--- config.mk ---
export PLATFORM = sky130hd
export DESIGN_NAME = sram_chan_req
export DESIGN_NICKNAME = d
export VERILOG_FILES = /design/src/rtl/sram_chan_req.sv
export SDC_FILE = /design/constraint.sdc
export NUM_CORES = 1
export LEC_CHECK = 0
export ABC_AREA = 1
export BUFFER_PORTS_ARGS = -buffer_cell sky130_fd_sc_hd__buf_2
export CAP_MARGIN = 20
export CORE_ASPECT_RATIO = 0.6
export CORE_MARGIN = 2
export CORE_UTILIZATION = 37
export DETAILED_ROUTE_END_ITERATION = 6
export PLACE_DENSITY = 0.68
export SLEW_MARGIN = 15
export SYNTH_ARGS = -nofsm -noshare
export SYNTH_HDL_FRONTEND = slang
export SYNTH_SLANG_ARGS = --single-unit
--- constraint.sdc ---
create_clock -name clk -period 2.2 [get_ports clk]
set_input_delay 0.11 -clock clk [delete_from_list [all_inputs] [get_ports clk]]
set_output_delay 0.11 -clock clk [all_outputs]
set_load 0.02 [all_outputs]
--- src/rtl/sram_chan_req.sv ---
`default_nettype none
// +----------------------------------------------------------------------------+
// | Module   : sram_chan_req                                                   |
// | Purpose  : Channel-side initiator for the daisy-chained SRAM bank array.   |
// |            Takes read/write requests from one client over valid/ready,     |
// |            drives them as single-cycle registered commands onto this       |
// |            channel's lane, captures read data RD_LATENCY cycles after the  |
// |            command and returns it in order through a credit-protected      |
// |            response FIFO.                                                  |
// | Option   : `define SRAM_CHAN_REQ_WR_ACK_EN makes writes consume a credit   |
// |            and return a completion (rsp_data = 0, rsp_id echoed).          |
// | Ports    : clk, rst_n         clock, asynchronous active-low reset         |
// |            req_vld/req_rdy    request handshake                           |
// |            req_wr/addr/data/id request payload                            |
// |            wr_cmd_vld, rd_cmd_vld, addr, wr_cmd_data  lane command         |
// |            rd_data_in         read data returned on the lane              |
// |            rsp_vld/rsp_rdy    response handshake                          |
// |            rsp_data, rsp_id   response payload (FIFO head)                |
// |            outstanding        credits in use                              |
// | Revision : 1.0  initial release                                            |
// +----------------------------------------------------------------------------+
module sram_chan_req #(
   parameter int ADDR_WIDTH = 11,
   parameter int DATA_WIDTH = 32,
   parameter int ID_WIDTH   = 4,
   parameter int RD_LATENCY = 2,   // legal range 1..8
   parameter int RSP_DEPTH  = 4    // power of two, >= 2
) (
   input  logic                        clk,
   input  logic                        rst_n,
   // client request
   input  logic                        req_vld,
   output logic                        req_rdy,
   input  logic                        req_wr,
   input  logic [ADDR_WIDTH-1:0]       req_addr,
   input  logic [DATA_WIDTH-1:0]       req_data,
   input  logic [ID_WIDTH-1:0]         req_id,
   // chain lane
   output logic                        wr_cmd_vld,
   output logic                        rd_cmd_vld,
   output logic [ADDR_WIDTH-1:0]       addr,
   output logic [DATA_WIDTH-1:0]       wr_cmd_data,
   input  logic [DATA_WIDTH-1:0]       rd_data_in,
   // client response
   output logic                        rsp_vld,
   input  logic                        rsp_rdy,
   output logic [DATA_WIDTH-1:0]       rsp_data,
   output logic [ID_WIDTH-1:0]         rsp_id,
   output logic [$clog2(RSP_DEPTH):0]  outstanding
);

   localparam int PTR_W = $clog2(RSP_DEPTH);
   localparam int CNT_W = PTR_W + 1;
   localparam logic [CNT_W-1:0] DEPTH_C   = CNT_W'(RSP_DEPTH);
   localparam logic [CNT_W-1:0] CNT_ONE_C = CNT_W'(1);
   localparam logic [PTR_W-1:0] PTR_ONE_C = PTR_W'(1);

   // ------------------------------------------------------------------------
   // Request acceptance and credit accounting
   // ------------------------------------------------------------------------
   logic [CNT_W-1:0] r_credits;
   logic             w_accept;
   logic             w_acc_rd;
   logic             w_acc_wr;
   logic             w_take_credit;
   logic             w_pop;
   logic             w_push;

   // One rule for every request type: no credit, no accept.
   assign req_rdy  = (r_credits != '0);
   assign w_accept = req_vld & req_rdy;
   assign w_acc_wr = w_accept & req_wr;
   assign w_acc_rd = w_accept & ~req_wr;

`ifdef SRAM_CHAN_REQ_WR_ACK_EN
   assign w_take_credit = w_accept;
`else
   assign w_take_credit = w_acc_rd;
`endif

   // A credit is reserved at accept time and returned only when the response
   // leaves the FIFO, so the FIFO can never be pushed while full.
   always_ff @(posedge clk or negedge rst_n) begin
      if (!rst_n) begin
         r_credits <= DEPTH_C;
      end else if (w_take_credit && !w_pop) begin
         r_credits <= r_credits - CNT_ONE_C;
      end else if (!w_take_credit && w_pop) begin
         r_credits <= r_credits + CNT_ONE_C;
      end
   end

   assign outstanding = DEPTH_C - r_credits;

   // ------------------------------------------------------------------------
   // Lane command register
   // ------------------------------------------------------------------------
   logic                  r_wr_cmd_vld;
   logic                  r_rd_cmd_vld;
   logic [ADDR_WIDTH-1:0] r_addr;
   logic [DATA_WIDTH-1:0] r_wr_data;
   logic [ID_WIDTH-1:0]   r_cmd_id;

   // Valid strobes are single-cycle; address/data hold between commands so
   // the lane does not toggle needlessly.
   always_ff @(posedge clk or negedge rst_n) begin
      if (!rst_n) begin
         r_wr_cmd_vld <= 1'b0;
         r_rd_cmd_vld <= 1'b0;
         r_addr       <= '0;
         r_wr_data    <= '0;
         r_cmd_id     <= '0;
      end else begin
         r_wr_cmd_vld <= w_acc_wr;
         r_rd_cmd_vld <= w_acc_rd;
         if (w_accept) begin
            r_addr   <= req_addr;
            r_cmd_id <= req_id;
         end
         if (w_acc_wr) begin
            r_wr_data <= req_data;
         end
      end
   end

   assign wr_cmd_vld  = r_wr_cmd_vld;
   assign rd_cmd_vld  = r_rd_cmd_vld;
   assign addr        = r_addr;
   assign wr_cmd_data = r_wr_data;

   // ------------------------------------------------------------------------
   // Latency pipe: tracks {valid, write, id} alongside the lane so that the
   // last stage lines up with the cycle rd_data_in is valid.
   // The pipe is fed from the registered command, so stage 0 is valid one
   // cycle after the command and stage RD_LATENCY-1 exactly RD_LATENCY after.
   // ------------------------------------------------------------------------
   logic                r_pipe_vld [RD_LATENCY];
   logic                r_pipe_wr  [RD_LATENCY];
   logic [ID_WIDTH-1:0] r_pipe_id  [RD_LATENCY];
   logic                w_pipe_in_vld;
   logic                w_pipe_in_wr;

`ifdef SRAM_CHAN_REQ_WR_ACK_EN
   assign w_pipe_in_vld = r_rd_cmd_vld | r_wr_cmd_vld;
   assign w_pipe_in_wr  = r_wr_cmd_vld;
`else
   assign w_pipe_in_vld = r_rd_cmd_vld;
   assign w_pipe_in_wr  = 1'b0;
`endif

   always_ff @(posedge clk or negedge rst_n) begin
      if (!rst_n) begin
         for (int s = 0; s < RD_LATENCY; s++) begin
            r_pipe_vld[s] <= 1'b0;
            r_pipe_wr[s]  <= 1'b0;
            r_pipe_id[s]  <= '0;
         end
      end else begin
         r_pipe_vld[0] <= w_pipe_in_vld;
         r_pipe_wr[0]  <= w_pipe_in_wr;
         r_pipe_id[0]  <= r_cmd_id;
         for (int s = 1; s < RD_LATENCY; s++) begin
            r_pipe_vld[s] <= r_pipe_vld[s-1];
            r_pipe_wr[s]  <= r_pipe_wr[s-1];
            r_pipe_id[s]  <= r_pipe_id[s-1];
         end
      end
   end

   logic [DATA_WIDTH-1:0] w_push_data;
   logic [ID_WIDTH-1:0]   w_push_id;

   assign w_push      = r_pipe_vld[RD_LATENCY-1];
   assign w_push_id   = r_pipe_id[RD_LATENCY-1];
   // Write completions carry no data.
   assign w_push_data = r_pipe_wr[RD_LATENCY-1] ? '0 : rd_data_in;

   // ------------------------------------------------------------------------
   // Response FIFO
   // ------------------------------------------------------------------------
   logic [DATA_WIDTH-1:0] r_mem_data [RSP_DEPTH];
   logic [ID_WIDTH-1:0]   r_mem_id   [RSP_DEPTH];
   logic [PTR_W-1:0]      r_wr_ptr;
   logic [PTR_W-1:0]      r_rd_ptr;
   logic [CNT_W-1:0]      r_count;

   assign rsp_vld  = (r_count != '0);
   assign w_pop    = rsp_vld & rsp_rdy;
   assign rsp_data = r_mem_data[r_rd_ptr];
   assign rsp_id   = r_mem_id[r_rd_ptr];

   // Storage is cleared on reset so the head reads as zero out of reset.
   // Pointers are PTR_W bits wide and wrap naturally (depth is a power of 2).
   always_ff @(posedge clk or negedge rst_n) begin
      if (!rst_n) begin
         for (int e = 0; e < RSP_DEPTH; e++) begin
            r_mem_data[e] <= '0;
            r_mem_id[e]   <= '0;
         end
         r_wr_ptr <= '0;
         r_rd_ptr <= '0;
         r_count  <= '0;
      end else begin
         if (w_push) begin
            r_mem_data[r_wr_ptr] <= w_push_data;
            r_mem_id[r_wr_ptr]   <= w_push_id;
            r_wr_ptr             <= r_wr_ptr + PTR_ONE_C;
         end
         if (w_pop) begin
            r_rd_ptr <= r_rd_ptr + PTR_ONE_C;
         end
         // No bypass: an entry pushed into an empty FIFO shows up next cycle.
         if (w_push && !w_pop) begin
            r_count <= r_count + CNT_ONE_C;
         end else if (!w_push && w_pop) begin
            r_count <= r_count - CNT_ONE_C;
         end
      end
   end

endmodule
`default_nettype wire

# After elaboration in Yosys (flattened, before gate mapping)
# Index checks and enable logic that the tools add are counted.
# Widths: inputs -> output; s select.
[classes] n_addsub=7 n_mul=0 n_div=0 order_cmp=3 eq_ne=0 shifts=0 n_mux=16 bitwise=7 reduce_logical=12
[op_table] operator="$bwmux 128" n=1
[op_table] operator="$mux 32" n=3
[op_table] operator="$bmux 32 s2" n=1
[op_table] operator="$demux 32 s2" n=1
[op_table] operator="$bwmux 16" n=1
[op_table] operator="$mux 3" n=4
[op_table] operator="$mux 4" n=3
[op_table] operator="$bmux 4 s2" n=1
[op_table] operator="$demux 4 s2" n=1
[op_table] operator="$add 3x1->3 const B" n=2
[op_table] operator="$ge 3x3->1 const B" n=2
[op_table] operator="$not 2->3" n=2
[op_table] operator="$reduce_bool 3->1" n=2
[op_table] operator="$sub 3x1->3 const B" n=2
[op_table] operator="$logic_and 1x1->1" n=5
[op_table] operator="$add 2x1->2 const B" n=2
[op_table] operator="$and 1x1->1" n=4
[op_table] operator="$reduce_bool 2->1" n=2
[op_table] operator="$logic_not 1->1" n=3
[op_table] operator="$lt 3x1->1 const B" n=1
[op_table] operator="$sub 3x3->3 const A" n=1
[op_table] operator="$not 1->1" n=1
[totals] reg_bits=213 latchBits=0 ram_bits=0 romBits=0 input_bits=84 output_inout_bits=86 wordCells=66 mem_count=0

# Longest topological paths before layout
[depth] depth_word=7 ltp_mapped=15 mapped_depth_nobuf=14

# Worst setup path after synthesis
# No wires, ideal clock.
[synth_path] path_type="reg-to-reg" from="register r_credits[0]" to="register r_credits[2]" setup_ps=76 arrival_ps=2201 t_required_ps=2124 slack_ps=-77 stages_incl_launch_ff=15 path_buffers=1 period_less_slack_ps=2277 path_cell_list="dfrtp_1 -> inv_1 -> ha_1 -> ha_1 -> inv_2 -> nand2_1 -> buf_4 -> nor2_1 -> ha_1 -> inv_1 -> fa_1 -> nand2_1 -> nand3_1 -> nand2_1 -> nand2_1"
[synth_between] elab_chain_len=6 word_cells_on_any_way=11 cone_classes="add/sub (2); mux (2); bitwise (2); reduce/logical (5)"
[synth_lines] element="start: declaration" line_no="61" rtl="logic [CNT_W-1:0] r_credits;"
[synth_lines] element="start signal: assignment" line_no="87" rtl="r_credits <= r_credits - CNT_ONE_C;"
[synth_lines] element="start signal: assignment" line_no="89" rtl="r_credits <= r_credits + CNT_ONE_C;"
[synth_lines] element="$reduce_bool 3->1 *" line_no="70" rtl="assign req_rdy = (r_credits != '0);"
[synth_lines] element="$and 1x1->1 *" line_no="71" rtl="assign w_accept = req_vld & req_rdy;"
[synth_lines] element="$and 1x1->1 *" line_no="73" rtl="assign w_acc_rd = w_accept & ~req_wr;"
[synth_lines] element="named net w_acc_rd" line_no="63" rtl="logic w_acc_rd;"
[synth_lines] element="$logic_not 1->1" line_no="88" rtl="end else if (!w_take_credit && w_pop) begin"
[synth_lines] element="$logic_and 1x1->1" line_no="88"
[synth_lines] element="$reduce_bool 2->1 (no line)"
# Mark *: on every way through the listed nets, which the timed path passes. The rest lies on a longest branch. The select of a mux whose other input is x is not followed.
# A chain may end at the register's enable or synchronous reset.

# Worst setup path after layout
[layout_path] from="register r_rd_ptr[0]" to="output rsp_data[9]"
[layout_between] elab_chain_len=4
[layout_lines] element="start: declaration" line_no="184" rtl="logic [PTR_W-1:0] r_rd_ptr;"
[layout_lines] element="start signal: assignment" line_no="210" rtl="r_rd_ptr <= r_rd_ptr + PTR_ONE_C;"
[layout_lines] element="$not 2->3 (implied by the code)" line_no="189" rtl="assign rsp_data = r_mem_data[r_rd_ptr];"
[layout_lines] element="$bmux 32 s2" line_no="189"
[layout_lines] element="$mux 32 (implied by the code) (2 in series)" line_no="189"
[layout_lines] element="end: declaration" line_no="47" rtl="output logic [DATA_WIDTH-1:0] rsp_data,"
# Every way passes these cells. The select of a mux whose other input is x is not followed.

==> flow_summary.yaml <==
status:
  status: "complete, no violations"
setup_path:
  startpoint_type: "flop"
  cp_common_cell: "nand2_1"
  crit_arrival_ps: 1930
  cpLargestDelayFamily: "buffers and inverters"
  required_ps: 2090
  path_class: "reg -> out"
  r2r-start: "r_credits[1]"
  end_kind: "output pin"
  reg2reg_slack_ps: 190
  cp.buffers_inverters: 3
  cp_cell_sequence: "inv_8, buf_12, nand2_1, o211ai_1, nand2_1, buf_2"
  r2r_end: "r_credits[2]"
  worstPathMaxFanout: 44
  cpMaxStageDelayCell: "dfrtp_1"
  cpPeakStageDelay_ps: 450
  reg2reg_depth: 13
timing:
  tightest_slew_ps: 532
  hold_viol_final: 0
  relSlewSlack_pct: 64.5
  fin_worst_skew_ps: 22.3
  rsz0062_at_grt: "no"
  period_minus_slack_ps: 2040
  slew_violations: 0
  max_freq_mhz: 491
  fin_crit_sh_pct: 92.6
  setup_tns_ps: 0
  setup_viol: 0
drt:
  via_per_inst: 4.66
  initialDrtViolationCount: 571
  num_vias: 7646
  wl_mm: 23.6
  dr.pass1.iters: 5
  wl_per_cell_um: 14.4
  final_antenna_net_count: 0
  drc_errors: 0
global_routing:
  use_met2_pct: 28.4
  grt.total_usage_pct: 18.0
  grt_max_degree: 73
  use_met3_pct: 4.41
  grt_pass1_vias: 7658
  gr-total-overflow: 0
  antenna_found_initial: 0
  busiest_layer: "met2"
  grt_first_pass_wirelength_mm: 39.3
  grt_use_met1_pct: 25.0
clock_tree:
  clk_path_buf_depth: 3
  worst_setup_hold_path_clk_slew_ps: 60
  htree_levels: 1
  cts_buffers: 22
  cts-root-buf: "clkbuf_16"
  clock_sinks: 213
  worstSkewPairLatency_ps: 520
  cts_tree: "yes"
power_and_ir_drop:
  p_total_mw: 7.97
  swShare_pct: 21.7
  seq_power_share_pct: 49.1
  p_sw_mw: 1.73
  p_leak_nw: 6.74
  p_int_mw: 6.24
  share_comb_of_total_power_pct: 4.2
  irDropWorstVdd_mv: 0.471
  power_density_mw_per_mm2: 651
  power_frac_clock_pct: 46.7
place:
  place.gp.congestion: 0.812
  io_buffers: 169
  place_inst: 1518
  dp_hpwl_mm: 14.0
min_path:
  min-delay-start: "req_vld"
  whs_path_depth: 5
  min_to: "r_cmd_id[3]"
  min_path_type: "in -> reg"
logic_synthesis:
  synth_area_mm2: 0.00948
  synthArstFlopShare_pct: 100
  yosysTopAreaCell: "dfrtp_1"
  yosysTopAreaCellShare_pct: 56.0
  seq_area_frac_synth_pct: 56.2
  synth_warnings: 0
  yosys-top-cells-count: "400 x nand2_1, 212 x dfrtp_1, 145 x o21ai_1, 120 x inv_1, 48 x buf_2"
  synth_edf_count: 0
  yosys-top-cells-area: "dfrtp_1 56%, nand2_1 16%, o21ai_1 7.7%, o211ai_2 5.4%, inv_1 4.8%"
  synth_cell_types: 24
  ys_ff_latch: 213
  syn_area_per_cell_um2: 8.94
  synth_fp_nets: 1154
  ys.flop_type: "dfrtp_1"
  synthMostInstantiatedCell: "nand2_1"
  netlist_instances: 1060
die:
  io_pins: 170
  rows: 45
  fp.dieW_um: 211
  fp.dieH_um: 128
  die_area_mm2: 0.0270
  start_util_pct: 37.6
  core-area_mm2: 0.0252
final_layout:
  seq_area_mm2: 0.00533
  fin_cells: 1640
  fin_nets: 1391
  layout-drive-gt1-share_pct: 21.4
  area_delta_synth_final_pct: 29.1
  multi_input_area_mm2: 0.00331
  num-fill-cells: 2358
  antennaDiodeCount: 0
job:
  max-cap-violations: 0
-- through the flow --
stage | setup WS, ps | hold slack (ps) | utilization [%] | area [µm²]
CTS | 29.9 | 55.1 | 48.4 | 12200
global placement | 180 | 67.0 | 42.3 | 10700
finish | 163 | 78.4 | 48.5 | 12200
detailed placement | 129 | 70.4 | 42.3 | 10700
floorplan | 16.2 | -186 | - | 9490
global route | 3.14 | 72.9 | 48.5 | 12200
-- layer usage --
| layer | up-vias | share of wire (%) |
|---|---|---|
| met5 | - | 0 |
| met4 | 0 | 2.0 |
| met3 | 35 | 6.3 |
| met2 | 235 | 44 |
| met1 | 3551 | 48 |
| li1 | 3825 | - |
-- layout make-up --
class	instances	share of cell area (%)
Tap cell	329	3.36
Inverter	126	3.94
Sequential cell	213	43.6
Clock inverter	6	0.573
Clock buffer	32	5.30
Timing Repair Buffer	275	16.2
Multi-Input combinational cell	659	27.1
-- cells in the final DEF (no fill, tap or decap), types with 6 or more instances in the layout --
| cell | instances |
|---|---|
| clkbuf_8 | 6 |
| ha_1 | 8 |
| dfrtp_1 | 211 |
| o211ai_1 | 31 |
| buf_12 | 9 |
| nand2_1 | 399 |
| dlygate4sd3_1 | 83 |
| nand3_1 | 19 |
| buf_4 | 12 |
| o211ai_2 | 41 |
| o21ai_1 | 145 |
| clkbuf_16 | 22 |
| inv_1 | 120 |
| buf_2 | 168 |
-- state kept, by name, summed over array words and instances, names as in the netlist --
signal / cells
w_push: 1
r_cmd_id: 4
addr: 11
r_count: 3
r_mem_id: 16
r_credits: 3
r_rd_ptr: 2
r_mem_data: 128
wr_cmd_vld: 1
r_wr_ptr: 2
wr_cmd_data: 32
w_push_id: 4
r_pipe_id: 4
rd_cmd_vld: 1
r_pipe_vld: 1
-- worst reg2reg max path, cell delays in order (launching register included) --
cell and delay [ps]:
dfrtp_1 350, inv_1 80, ha_1 190, ha_1 190, inv_2 70, nand2_4 50, nor2_2 90, ha_1 170
inv_1 70, fa_1 380, nand2_1 100, nand3_1 80, nand2_1 60, nand2_1 50
-- power groups by stage --
stage	Sequential, mW	Clock [mW]	Combinational, mW
final	3.92	3.72	0.332
after global routing	3.91	4.00	0.369
after CTS	3.92	3.86	0.333
after detailed placement	3.99	0	0.220
after global placement	3.99	0	0.218
after floorplan	3.99	0	0.0337
-- worst max path at each step --
| stage | from | end | slack [ps] | cells past startpoint |
|---|---|---|---|---|
| 2_1_floorplan | r_credits[0] | r_credits[2] | 20 | 14 |
| 3_3_place_gp | r_credits[0] | r_credits[2] | 180 | 13 |
| 3_5_place_dp | r_credits[0] | r_credits[2] | 130 | 13 |
| 4_1_cts | r_rd_ptr[0] | rsp_data[17] | 30 | 6 |
| 5_1_grt | r_rd_ptr[0] | rsp_data[15] | 3 | 6 |
| 6_report | r_rd_ptr[0] | rsp_data[9] | 160 | 6 |
-- timing repair --
item / CTS / global route
endpoints found under the setup margin: 5 / 8
gates cloned: 0 / 0
buffers inserted: 0 / 1
gates resized for setup: 1 / 4
hold buffers: 83 / 0
hold endpoints to repair: 362 / 0
-- cells by family after synthesis --
| group | after synthesis | synth area share [%] |
|---|---|---|
| fa+ha+maj | 10 | 1.48 |
| xor+xnor | 3 | 0.277 |
| compound gates | 218 | 15.6 |
| flops | 213 | 56.2 |
| buf+inv | 188 | 8.92 |
| simple gates | 428 | 17.5 |
Note: power is estimated with default switching activity, not from simulation.
